<file path="config.mk">
export PLATFORM = sky130hd
export DESIGN_NAME = load_store_unit
export DESIGN_NICKNAME = d
export VERILOG_FILES = /design/src/rtl/load_store_unit.sv
export SDC_FILE = /design/constraint.sdc
export NUM_CORES = 1
export LEC_CHECK = 0
export ABC_CLOCK_PERIOD_IN_PS = 3720
export CAP_MARGIN = 20
export CORE_UTILIZATION = 35
export CTS_BUF_LIST = sky130_fd_sc_hd__clkbuf_4 sky130_fd_sc_hd__clkbuf_8
export DETAILED_ROUTE_END_ITERATION = 16
export PLACE_DENSITY_LB_ADDON = 0.08
export SYNTH_ARGS = -nofsm -noshare
export SYNTH_HDL_FRONTEND = slang
export SYNTH_SLANG_ARGS = --single-unit
</file>
<file path="constraint.sdc">
create_clock -name clk -period 3.72 [get_ports clk]
set_clock_uncertainty 0.05 [all_clocks]
set_input_delay 0.558 -clock clk [delete_from_list [all_inputs] [get_ports clk]]
set_output_delay 0.558 -clock clk [all_outputs]
set_load 0.01 [all_outputs]
</file>
<file path="src/rtl/load_store_unit.sv">
// Load/store unit: turns a single-cycle core memory access into a valid/ready bus
// request plus response, with lane steering and load extension. Optional WAIT
// watchdog enabled by defining LSU_TIMEOUT_EN.
module load_store_unit #(
   parameter int XLEN           = 32,
   parameter int TIMEOUT_CYCLES = 255
) (
   input  logic            clk,
   input  logic            reset,
   input  logic            req_valid,
   input  logic            mem_write,
   input  logic [2:0]      funct3,
   input  logic [XLEN-1:0] addr,
   input  logic [XLEN-1:0] wdata,
   output logic [XLEN-1:0] rdata,
   output logic            stall,
   output logic            fault,
   output logic            bus_req_valid,
   input  logic            bus_req_ready,
   output logic            bus_we,
   output logic [31:0]     bus_addr,
   output logic [3:0]      bus_wstrb,
   output logic [31:0]     bus_wdata,
   input  logic            bus_rsp_valid,
   input  logic [31:0]     bus_rdata
);

   typedef enum logic [1:0] {IDLE, REQ, WAIT, DONE} state_e;

   if (XLEN != 32) begin : g_bad_xlen
      $error("load_store_unit supports XLEN=32 only");
   end
   if (TIMEOUT_CYCLES < 1) begin : g_bad_timeout
      $error("TIMEOUT_CYCLES must be at least 1");
   end

   state_e      state_q, state_d;
   logic        we_q, we_d;
   logic [2:0]  f3_q, f3_d;
   logic [1:0]  off_q, off_d;
   logic [31:0] baddr_q, baddr_d;
   logic [3:0]  wstrb_q, wstrb_d;
   logic [31:0] wdata_q, wdata_d;
   logic [31:0] rdata_q, rdata_d;

   logic        illegal;
   logic [3:0]  st_wstrb;
   logic [31:0] st_wdata;
   logic        expire;

   // Sign/zero-extend the addressed byte or halfword out of the returned word.
   function automatic logic [31:0] fmt_load(input logic [2:0] f3, input logic [1:0] off,
                                            input logic [31:0] w);
      logic [7:0]  b;
      logic [15:0] h;
      b = w[{off, 3'b000} +: 8];
      h = off[1] ? w[31:16] : w[15:0];
      case (f3)
         3'b000:  return {{24{b[7]}}, b};
         3'b100:  return {24'b0, b};
         3'b001:  return {{16{h[15]}}, h};
         3'b101:  return {16'b0, h};
         default: return w;
      endcase
   endfunction

   always_comb begin
      illegal = 1'b0;
      case (funct3)
         3'b000, 3'b100: illegal = 1'b0;
         3'b001, 3'b101: illegal = addr[0];
         3'b010:         illegal = (addr[1:0] != 2'b00);
         default:        illegal = 1'b1;
      endcase
      if (mem_write && funct3[2]) illegal = 1'b1;
   end

   always_comb begin
      st_wstrb = 4'b1111;
      st_wdata = wdata;
      case (funct3[1:0])
         2'b00: begin
            st_wstrb = 4'b0001 << addr[1:0];
            st_wdata = {4{wdata[7:0]}};
         end
         2'b01: begin
            st_wstrb = 4'b0011 << addr[1:0];
            st_wdata = {2{wdata[15:0]}};
         end
         default: begin
            st_wstrb = 4'b1111;
            st_wdata = wdata;
         end
      endcase
   end

`ifdef LSU_TIMEOUT_EN
   localparam int CNT_W = ($clog2(TIMEOUT_CYCLES + 1) > 8) ? $clog2(TIMEOUT_CYCLES + 1) : 8;
   localparam logic [CNT_W-1:0] TO_LIMIT = CNT_W'(TIMEOUT_CYCLES);

   logic [CNT_W-1:0] cnt_q, cnt_d;

   // Counter is held at zero outside WAIT so it always starts clean on entry.
   always_comb begin
      cnt_d  = '0;
      expire = 1'b0;
      if (state_q == WAIT && !bus_rsp_valid) begin
         cnt_d  = cnt_q + 1'b1;
         expire = (cnt_d == TO_LIMIT);
      end
   end

   always_ff @(posedge clk) begin
      if (reset) cnt_q <= '0;
      else       cnt_q <= cnt_d;
   end
`else
   assign expire = 1'b0;
`endif

   always_comb begin
      state_d = state_q;
      we_d    = we_q;
      f3_d    = f3_q;
      off_d   = off_q;
      baddr_d = baddr_q;
      wstrb_d = wstrb_q;
      wdata_d = wdata_q;
      rdata_d = rdata_q;
      stall   = 1'b0;
      fault   = 1'b0;
      case (state_q)
         IDLE: begin
            if (req_valid) begin
               if (illegal) begin
                  fault = 1'b1;
               end else begin
                  stall   = 1'b1;
                  we_d    = mem_write;
                  f3_d    = funct3;
                  off_d   = addr[1:0];
                  baddr_d = {addr[31:2], 2'b00};
                  wstrb_d = mem_write ? st_wstrb : 4'b0000;
                  wdata_d = mem_write ? st_wdata : 32'h0;
                  state_d = REQ;
               end
            end
         end
         REQ: begin
            stall = 1'b1;
            if (bus_req_ready) state_d = WAIT;
         end
         WAIT: begin
            stall = 1'b1;
            if (bus_rsp_valid) begin
               if (!we_q) rdata_d = fmt_load(f3_q, off_q, bus_rdata);
               state_d = DONE;
            end else if (expire) begin
               fault = 1'b1;
               if (!we_q) rdata_d = 32'h0;
               state_d = DONE;
            end
         end
         DONE: state_d = IDLE;
         default: state_d = IDLE;
      endcase
   end

   always_ff @(posedge clk) begin
      if (reset) begin
         state_q <= IDLE;
         we_q    <= 1'b0;
         f3_q    <= 3'b000;
         off_q   <= 2'b00;
         baddr_q <= 32'h0;
         wstrb_q <= 4'b0000;
         wdata_q <= 32'h0;
         rdata_q <= 32'h0;
      end else begin
         state_q <= state_d;
         we_q    <= we_d;
         f3_q    <= f3_d;
         off_q   <= off_d;
         baddr_q <= baddr_d;
         wstrb_q <= wstrb_d;
         wdata_q <= wdata_d;
         rdata_q <= rdata_d;
      end
   end

   assign bus_req_valid = (state_q == REQ);
   assign bus_we        = we_q;
   assign bus_addr      = baddr_q;
   assign bus_wstrb     = wstrb_q;
   assign bus_wdata     = wdata_q;
   assign rdata         = rdata_q;

endmodule

</file>
Word level (Yosys, flattened, before mapping). Index checks and enable logic that the tools add are counted.

Logic and storage cells: 59. Output and inout bits: 104. Bits of input ports: 105. Flip-flop bits (word level): 106.

Muxes and demuxes: 19. Bitwise logic cells: 2. Reduce and logical (&&, ||, !) cells: 12. Eq/ne operators: 15. Shift-type cells: 3.

Operators by type and width (count): $pmux W32 S4 (1); $pmux W32 S2 (1); $mux W32 (1); $shiftx A32 B6 Y8 (1); $mux W16 (1); $eq A3 B3 Y1 const B (4); $mux W2 (4); $pmux W2 S4 (1); $pmux W4 S2 (1); $eq A3 B1 Y1 const B (2); $logic_not A3 Y1 (2); $mux W1 (6); $ne A2 B2 Y1 const B (3); $reduce_and A3 Y1 (2); $reduce_or A2 Y1 (3); $eq A2 B1 Y1 const B (2); $eq A2 B2 Y1 const B (2); $logic_not A2 Y1 (2); $mux W4 (1); $reduce_and A4 Y1 (1); $shl A1 B2 Y4 const A (1); $shl A2 B2 Y4 const A (1); $eq A3 B2 Y1 const B (1); $pmux W1 S3 (1); other kinds (5) (6).

Logic depth before layout (Yosys ltp). Gate-level depths: netlist of the first run.

Word-level depth: 7. Mapped depth: 8. Gate-level depth less buffers: 6.

Worst setup path after synthesis of the first run. No wires, ideal clock.

Kind: input to output. From: input addr[1]. To: output stall. Cell stages on the path: 5. Required time: 3.112 ns. Setup slack: 1.320 ns. Arrival: 1.792 ns. Buffers on the path: 1. Cell sequence: or4_4 > a21oi_4 > buf_6 > nor2_1 > nor2_1.

Longest elaborated chain between the ends: 6.

RTL lines: from (decl) (RTL line 13) `input logic [XLEN-1:0] addr,`; $reduce_bool A2 Y1 (RTL line 72) `3'b010: illegal = (addr[1:0] != 2'b00);`; $pmux W1 S3 (RTL line 69) `case (funct3)`; $mux W1 (RTL line 75) `if (mem_write && funct3[2]) illegal = 1'b1;`; $mux W1 (RTL line 135) `if (illegal) begin`; $mux W1 (RTL line 134) `if (req_valid) begin`; $pmux W1 S2 (RTL line 132) `case (state_q)`; to (decl) (RTL line 16) `output logic stall,`.

Every way passes these cells.

Worst setup path after layout of the first run. Ends and elaborated chain as after synthesis.

==> run metrics, run 1 <==
end of the critical path stall; Avg Inst Size Synth 7.91 um^2; Crit. End Element primary output; drt pass-1 iters 4; peak supply drop 206 uV; largest net degree at the start of global routing 73; Async S/R FF share, synth 0%; DRT Wirelength 15200 um; maxcap violations 0; Crit path depth 6; post-CTS setup buffers 0; fin crit period between 3 and 4 ns; final cell count without fillers 968; clock transition at the registers of the reported paths 0.09 ns; DRC Markers 0; clock sinks 106; number of global-route vias before repair 4629; synthesized cell area 0.00484 mm^2; # IOs 209; Reg area 0.00212 mm^2; Layout area overhead 47.2%; vias 4883; Crit path buffers/inverters 2; leakage around 2.4 nW; fmax around 320 MHz; number of hold buffers added after CTS 0; H-tree depth 3; cts repair resizes 0; Critical Path Start Type input port; IO buf count 206; worst min-delay path category flop to flop; wire length per cell 15.7 um; cell family contributing the most delay on the critical path buffers and inverters; clk_lat worst skew around 0.37 ns; Post-synth EDFFs 0; post-synthesis sequential area ratio 43.8%; placed insts between 900 and 1000; reg-to-reg slack, setup roughly 1.6 ns; Critical path origin addr[1]; global-route usage over all layers a little over a fifth; Max Slew Vio Count 0; final core occ 53.4%; Starting Density between 30% and 40%; DRT iter0 DRCs 273; post-DP HPWL approximately 11000 um; unrepaired setup endpoints after global routing no; Max Buffers Root-to-Sink 2; worst-path fanout max 7; Detail Route Antenna Nets 0; Max-slew headroom 47.4%; post-synthesis cell type count 39; reg2reg path depth 5; global-route wire length before repair between 20000 and 25000 um; Yosys reg bits 106; CP arrival around 2.5 ns; reg2reg start off_q[1]$_SDFFE_PP0P_; Multi-input gate area 0.00244 mm^2; cells after synthesis 612; antenna violations before repair 0; worst-path cell chain clkdlybuf4s50_1, or4_4, a21oi_4, nor2_1, nor2_1, clkdlybuf4s50_1; filler cell count in the final layout 1323; total gr overflow 0; Largest stage delay, worst path roughly 0.62 ns; CTS Root Cell clkbuf_8; die height about 120 um; Core Area 0.0133 mm^2; CTS Buf Count 9; Crit Path Class input port to primary output; dominant synthesized flop cell dfxtp_1; vias per cell between 5 and 6; share of layout cells above drive strength 1 7.70%; final net count 897; Worst Path Required 3.11 ns; # diodes 0; Pwr per Cell Area 394 mW/mm^2; critical-path cell with the highest stage delay or4_4; full die area 0.0143 mm^2; Synth warnings 0; status finished clean; Placement Cell Area 0.00694 mm^2; final setup fails 0; RePlAce Congestion roughly 0.8; fin area ~0.007 mm^2; row cnt 42; die width roughly 120 um; post-route setup TNS 0 ns; endpoints failing hold 0; CTS tree done; reg2reg end rdata[13]$_SDFFE_PP0P_; worst slew pin tran around 0.79 ns; final worst-path cycle share about 85%
-- stage by stage --
| step | setup WS (ns) | hold WS, ns | power [mW] |
|---|---|---|---|
| finish | 0.572 | 0.402 | 2.81 |
| CTS | 0.564 | 0.406 | 2.85 |
| floorplan | 1.32 | 0.386 | 1.72 |
| global route | 0.488 | 0.421 | 2.97 |
| detailed placement | 0.581 | 0.396 | 2.11 |
| global placement | 0.609 | 0.389 | 2.10 |
-- cell type report --
| class | count | share of cell area, % |
|---|---|---|
| well taps | 176 | 3.09 |
| multi-input cells | 448 | 34.2 |
| repair buffers | 216 | 29.9 |
| inverters | 6 | 0.316 |
| flip-flops and latches | 106 | 29.8 |
| clock buffers | 11 | 1.95 |
| clock inverters | 5 | 0.755 |
-- power by group --
| group | internal [mW] | leakage (nW) | switching [mW] |
|---|---|---|---|
| sequential | 1.23 | 0.859 | 0.0556 |
| combinational | 0.405 | 1.49 | 0.391 |
| clock | 0.326 | 0.104 | 0.397 |
| total | 1.96 | 2.45 | 0.844 |
-- worst min path at each step --
stage                                          start                    endpoint  slack, ns  cells past startpoint
after CTS                  bus_wdata[0]$_SDFFE_PP0P_   bus_wdata[0]$_SDFFE_PP0P_       0.41                      2
after detailed placement   bus_wdata[0]$_SDFFE_PP0P_   bus_wdata[0]$_SDFFE_PP0P_       0.40                      2
after global placement    bus_wdata[20]$_SDFFE_PP0P_  bus_wdata[20]$_SDFFE_PP0P_       0.39                      2
after global routing       bus_wdata[0]$_SDFFE_PP0P_   bus_wdata[0]$_SDFFE_PP0P_       0.42                      2
final                      bus_wdata[0]$_SDFFE_PP0P_   bus_wdata[0]$_SDFFE_PP0P_       0.40                      2
after floorplan                 f3_q[2]$_SDFFE_PP0P_        f3_q[2]$_SDFFE_PP0P_       0.39                      2
-- sequential cells by signal, indices dropped and copies added (netlist names) --
signal / flops
bus_we: 1
bus_wstrb: 4
f3_q: 3
bus_addr: 30
bus_wdata: 32
off_q: 2
state_q: 2
rdata: 32
-- logic make-up after synthesis --
logic type / after synthesis / share of synthesized area [%]
AND/OR/NAND/NOR: 237 / 20.8
AO/OA/AOI/OAI: 168 / 20.1
flip-flops: 106 / 43.8
buffers and inverters: 59 / 5.89
multiplexers: 36 / 8.06
adder cells (fa/ha/maj): 5 / 1.29
other: 1 / 0.0774
-- cells in the final DEF, fill, tap and decap left out, types with 2 or more instances in the layout --
cell type / synthesis / layout
inv_1: 6 / 6
buf_4: 4 / 10
conb_1: 1 / 2
clkbuf_8: 0 / 9
nand3_1: 32 / 32
dfxtp_1: 106 / 106
nor3_1: 7 / 7
nand2b_1: 4 / 4
a31oi_1: 9 / 9
ha_1: 5 / 5
clkinv_2: 0 / 3
nor2b_1: 3 / 3
nand3b_1: 8 / 8
mux2i_1: 12 / 12
mux2_2: 24 / 24
o211ai_1: 4 / 4
nand2_1: 158 / 158
clkdlybuf4s50_1: 0 / 205
a211oi_1: 7 / 7
clkbuf_4: 0 / 2
o2bb2ai_1: 3 / 3
a21oi_1: 92 / 92
o221a_2: 6 / 6
nor2_1: 21 / 21
o21ai_0: 36 / 36
-- worst min-delay path, delay by kind of cell (launching register included) --
family,cells,cell delay (ns)
compound gates,1,0.05
simple gates,1,0.05
flops,1,0.32
-- per-layer routing --
metal | wire [um] | global-route usage [%]
met1 | 6480 | 25.3
met3 | 1050 | 5.94
met4 | 350 | 8.75
met5 | 0 | 0
met2 | 7300 | 34.9
-- cell usage after synthesis (8+ instances only) --
cell        n  share of area [%]
buf_2       9               0.93
a21oi_1    92                9.5
mux2i_1    12                2.5
clkbuf_1   33                2.6
nand3_1    32                3.3
nor2_1     21                1.6
mux2_2     24                5.6
nand3b_1    8                1.2
dfxtp_1   106                 44
o21ai_0    36                3.7
nand2_1   158                 12
a31oi_1     9                1.2
Power figures use the tool's default switching activity.
==> run 2: changes to the inputs <==
--- a/config.mk
+++ b/config.mk
@@ -5,7 +5,7 @@
 export SDC_FILE = /design/constraint.sdc
 export NUM_CORES = 1
 export LEC_CHECK = 0
-export ABC_CLOCK_PERIOD_IN_PS = 3720
+export ABC_CLOCK_PERIOD_IN_PS = 3000
 export CAP_MARGIN = 20
 export CORE_UTILIZATION = 35
 export CTS_BUF_LIST = sky130_fd_sc_hd__clkbuf_4 sky130_fd_sc_hd__clkbuf_8
==> constraint.sdc (replaced) <==
create_clock -name clk -period 3 [get_ports clk]
set_clock_uncertainty 0.05 [all_clocks]
set_input_delay 0.45 -clock clk [delete_from_list [all_inputs] [get_ports clk]]
set_output_delay 0.45 -clock clk [all_outputs]
set_load 0.01 [all_outputs]
==> run 2 against run 1 <==
Compared with the run above: final cell count is 0.31% higher; critical path depth unchanged; global-route usage grew 0.32 points; clock power rose by 24%; non-clock buffer count is 3 higher; sequential share of layout area down 0.11 points; critical endpoint unchanged; largest cell class unchanged; highest routed layer unchanged.
==> run metrics, run 2 (synthesis results as in run 1) <==
status finished clean; full die area 0.0143 mm^2 (unchanged); DRC Markers 0 (unchanged); final net count 900 (+0.33%); Clk network pwr share 25.7% (about the same); DRT Wirelength 15300 um (+0.65%); clk_lat worst skew 0.38 ns (about the same); endpoints failing hold 0 (unchanged); maxcap violations 0 (unchanged); drt pass-1 iters 4 (unchanged); Core Area 0.0133 mm^2 (unchanged); worst slew pin tran 0.938 ns (+0.151 ns); Starting Density 36.3% (unchanged); # diodes 0 (unchanged); P_sw 1.09 mW (+29%); commonest non-fill, non-tap cell in the layout clkdlybuf4s50_1; fmax 356 MHz; vias 4899 (+0.33%); post-route setup TNS 0 ns (unchanged); Placement Cell Area 0.00696 mm^2 (+0.32%); cts repair resizes 0 (unchanged); largest net degree at the start of global routing 87 (+19%); worst-path fanout max 4 (-3); share of layout cells above drive strength 1 8.05% (+0.35 points); DP Worst Slack 0.190 ns (-0.392 ns); final core occ 53.6% (+0.20 points); fin crit period between 2 and 3 ns; final worst-path cycle share between 90% and 100%; global-route wire length before repair 24100 um (+1.4%); post-DP HPWL 10500 um (-1.0%); H-tree depth 3 (unchanged); Max Buffers Root-to-Sink 2 (unchanged); leakage 2.46 nW (+0.37%); global-route usage over all layers 21.3% (+0.32 points); worst min-delay path category flop to flop; clock sinks 106 (unchanged); Max-slew headroom 37.5% (-9.9 points); unrepaired setup endpoints after global routing no; combinational power share 28.3% (about the same); IO buf count 206 (unchanged); Crit Path Class input port to primary output; number of global-route vias before repair 4579 (-1.1%); vias per cell 5.05 (about the same); final cell count without fillers 971 (+0.31%); row cnt 42 (unchanged); clock transition at the registers of the reported paths 0.10 ns (about the same); Pwr per Cell Area 487 mW/mm^2 (+24%); fin area 0.00716 mm^2 (+0.37%); Worst Path Required 2.50 ns (-0.61 ns); CTS tree done; wire length per cell 15.7 um (+0.34%); total gr overflow 0 (unchanged); final setup fails 0 (unchanged); Max Slew Vio Count 0 (unchanged); Switching Share 31.3% (+1.2 points); number of hold buffers added after CTS 0 (unchanged); RePlAce Congestion 0.789 (-3.6%); power share of the sequential group 45.9% (about the same); DRT iter0 DRCs 363 (+33%); Critical Path Start Type input port; post-CTS setup buffers 0 (unchanged); Power Total 3.48 mW (+24%); Detail Route Antenna Nets 0 (unchanged); peak supply drop 253 uV (+23%); CTS Buf Count 9 (unchanged); antenna violations before repair 0 (unchanged); # IOs 209 (unchanged); placed insts 955 (+0.32%); die width 120 um (unchanged); Fin Hold WS 0.409 ns (+0.00677 ns); Crit. End Element primary output; CTS Root Cell clkbuf_8; die height 120 um (unchanged); Int Pwr 2.39 mW (+22%); Layout area overhead 47.8%; final worst slack 0.192 ns (-0.380 ns); most frequent cells in the layout clkdlybuf4s50_1 (205), nand2_1 (158), dfxtp_1 (106); CP arrival 2.31 ns (-0.23 ns)
[run 2: cell types whose count changed in the layout (fill, tap and decap cells not counted), sizes merged]
cell,before,now
bufinv,1,0
buf,11,14
clkinvlp,0,1
inv,7,9
clkinv,3,1
[run 2: final timing paths]
path                             startpoint                   endpoint  slack, ns  cells past startpoint
setup / recovery                  funct3[2]                      stall       0.19                      6
hold / removal    bus_addr[13]$_SDFFE_PP0P_  bus_addr[13]$_SDFFE_PP0P_       0.41                      2
setup reg to reg    state_q[0]$_SDFFE_PP0P_   bus_addr[7]$_SDFFE_PP0P_       0.92                      7
hold reg to reg   bus_addr[13]$_SDFFE_PP0P_  bus_addr[13]$_SDFFE_PP0P_       0.41                      2
[run 2: cell type report]
cell class | instances | area (um^2)
multi-input combinational | 448 | 2440
tap | 176 | 220
clock inverter | 5 | 45.0
inverter | 6 | 22.5
fill | 1285 | 6190
clock buffer | 11 | 151
sequential | 106 | 2120
timing repair buffer | 219 | 2150
[run 2: routing by layer]
| layer | up-vias | wire [um] | GRT usage, % |
|---|---|---|---|
| met5 | - | 0 | 0 |
| met4 | 0 | 224 | 7.03 |
| met3 | 15 | 1060 | 5.85 |
| met2 | 153 | 7280 | 35.3 |
| met1 | 2275 | 6700 | 26.7 |
| li1 | 2456 | - | - |
[run 2: power by group through the flow]
stage / registers (mW) / logic, mW / clock network [mW]
final: 1.60 / 0.987 / 0.896
after global routing: 1.62 / 1.08 / 0.987
after CTS: 1.60 / 0.994 / 0.937
after detailed placement: 1.63 / 0.989 / 0
after global placement: 1.63 / 0.982 / 0
after floorplan: 1.67 / 0.460 / 0
[run 2: worst max-delay path, stage by stage]
cell	delay, ns
clkdlybuf4s50_1	0.44
or4_4	0.57
a21oi_4	0.17
nor2_1	0.05
nor2_1	0.08
clkdlybuf4s50_1	0.54
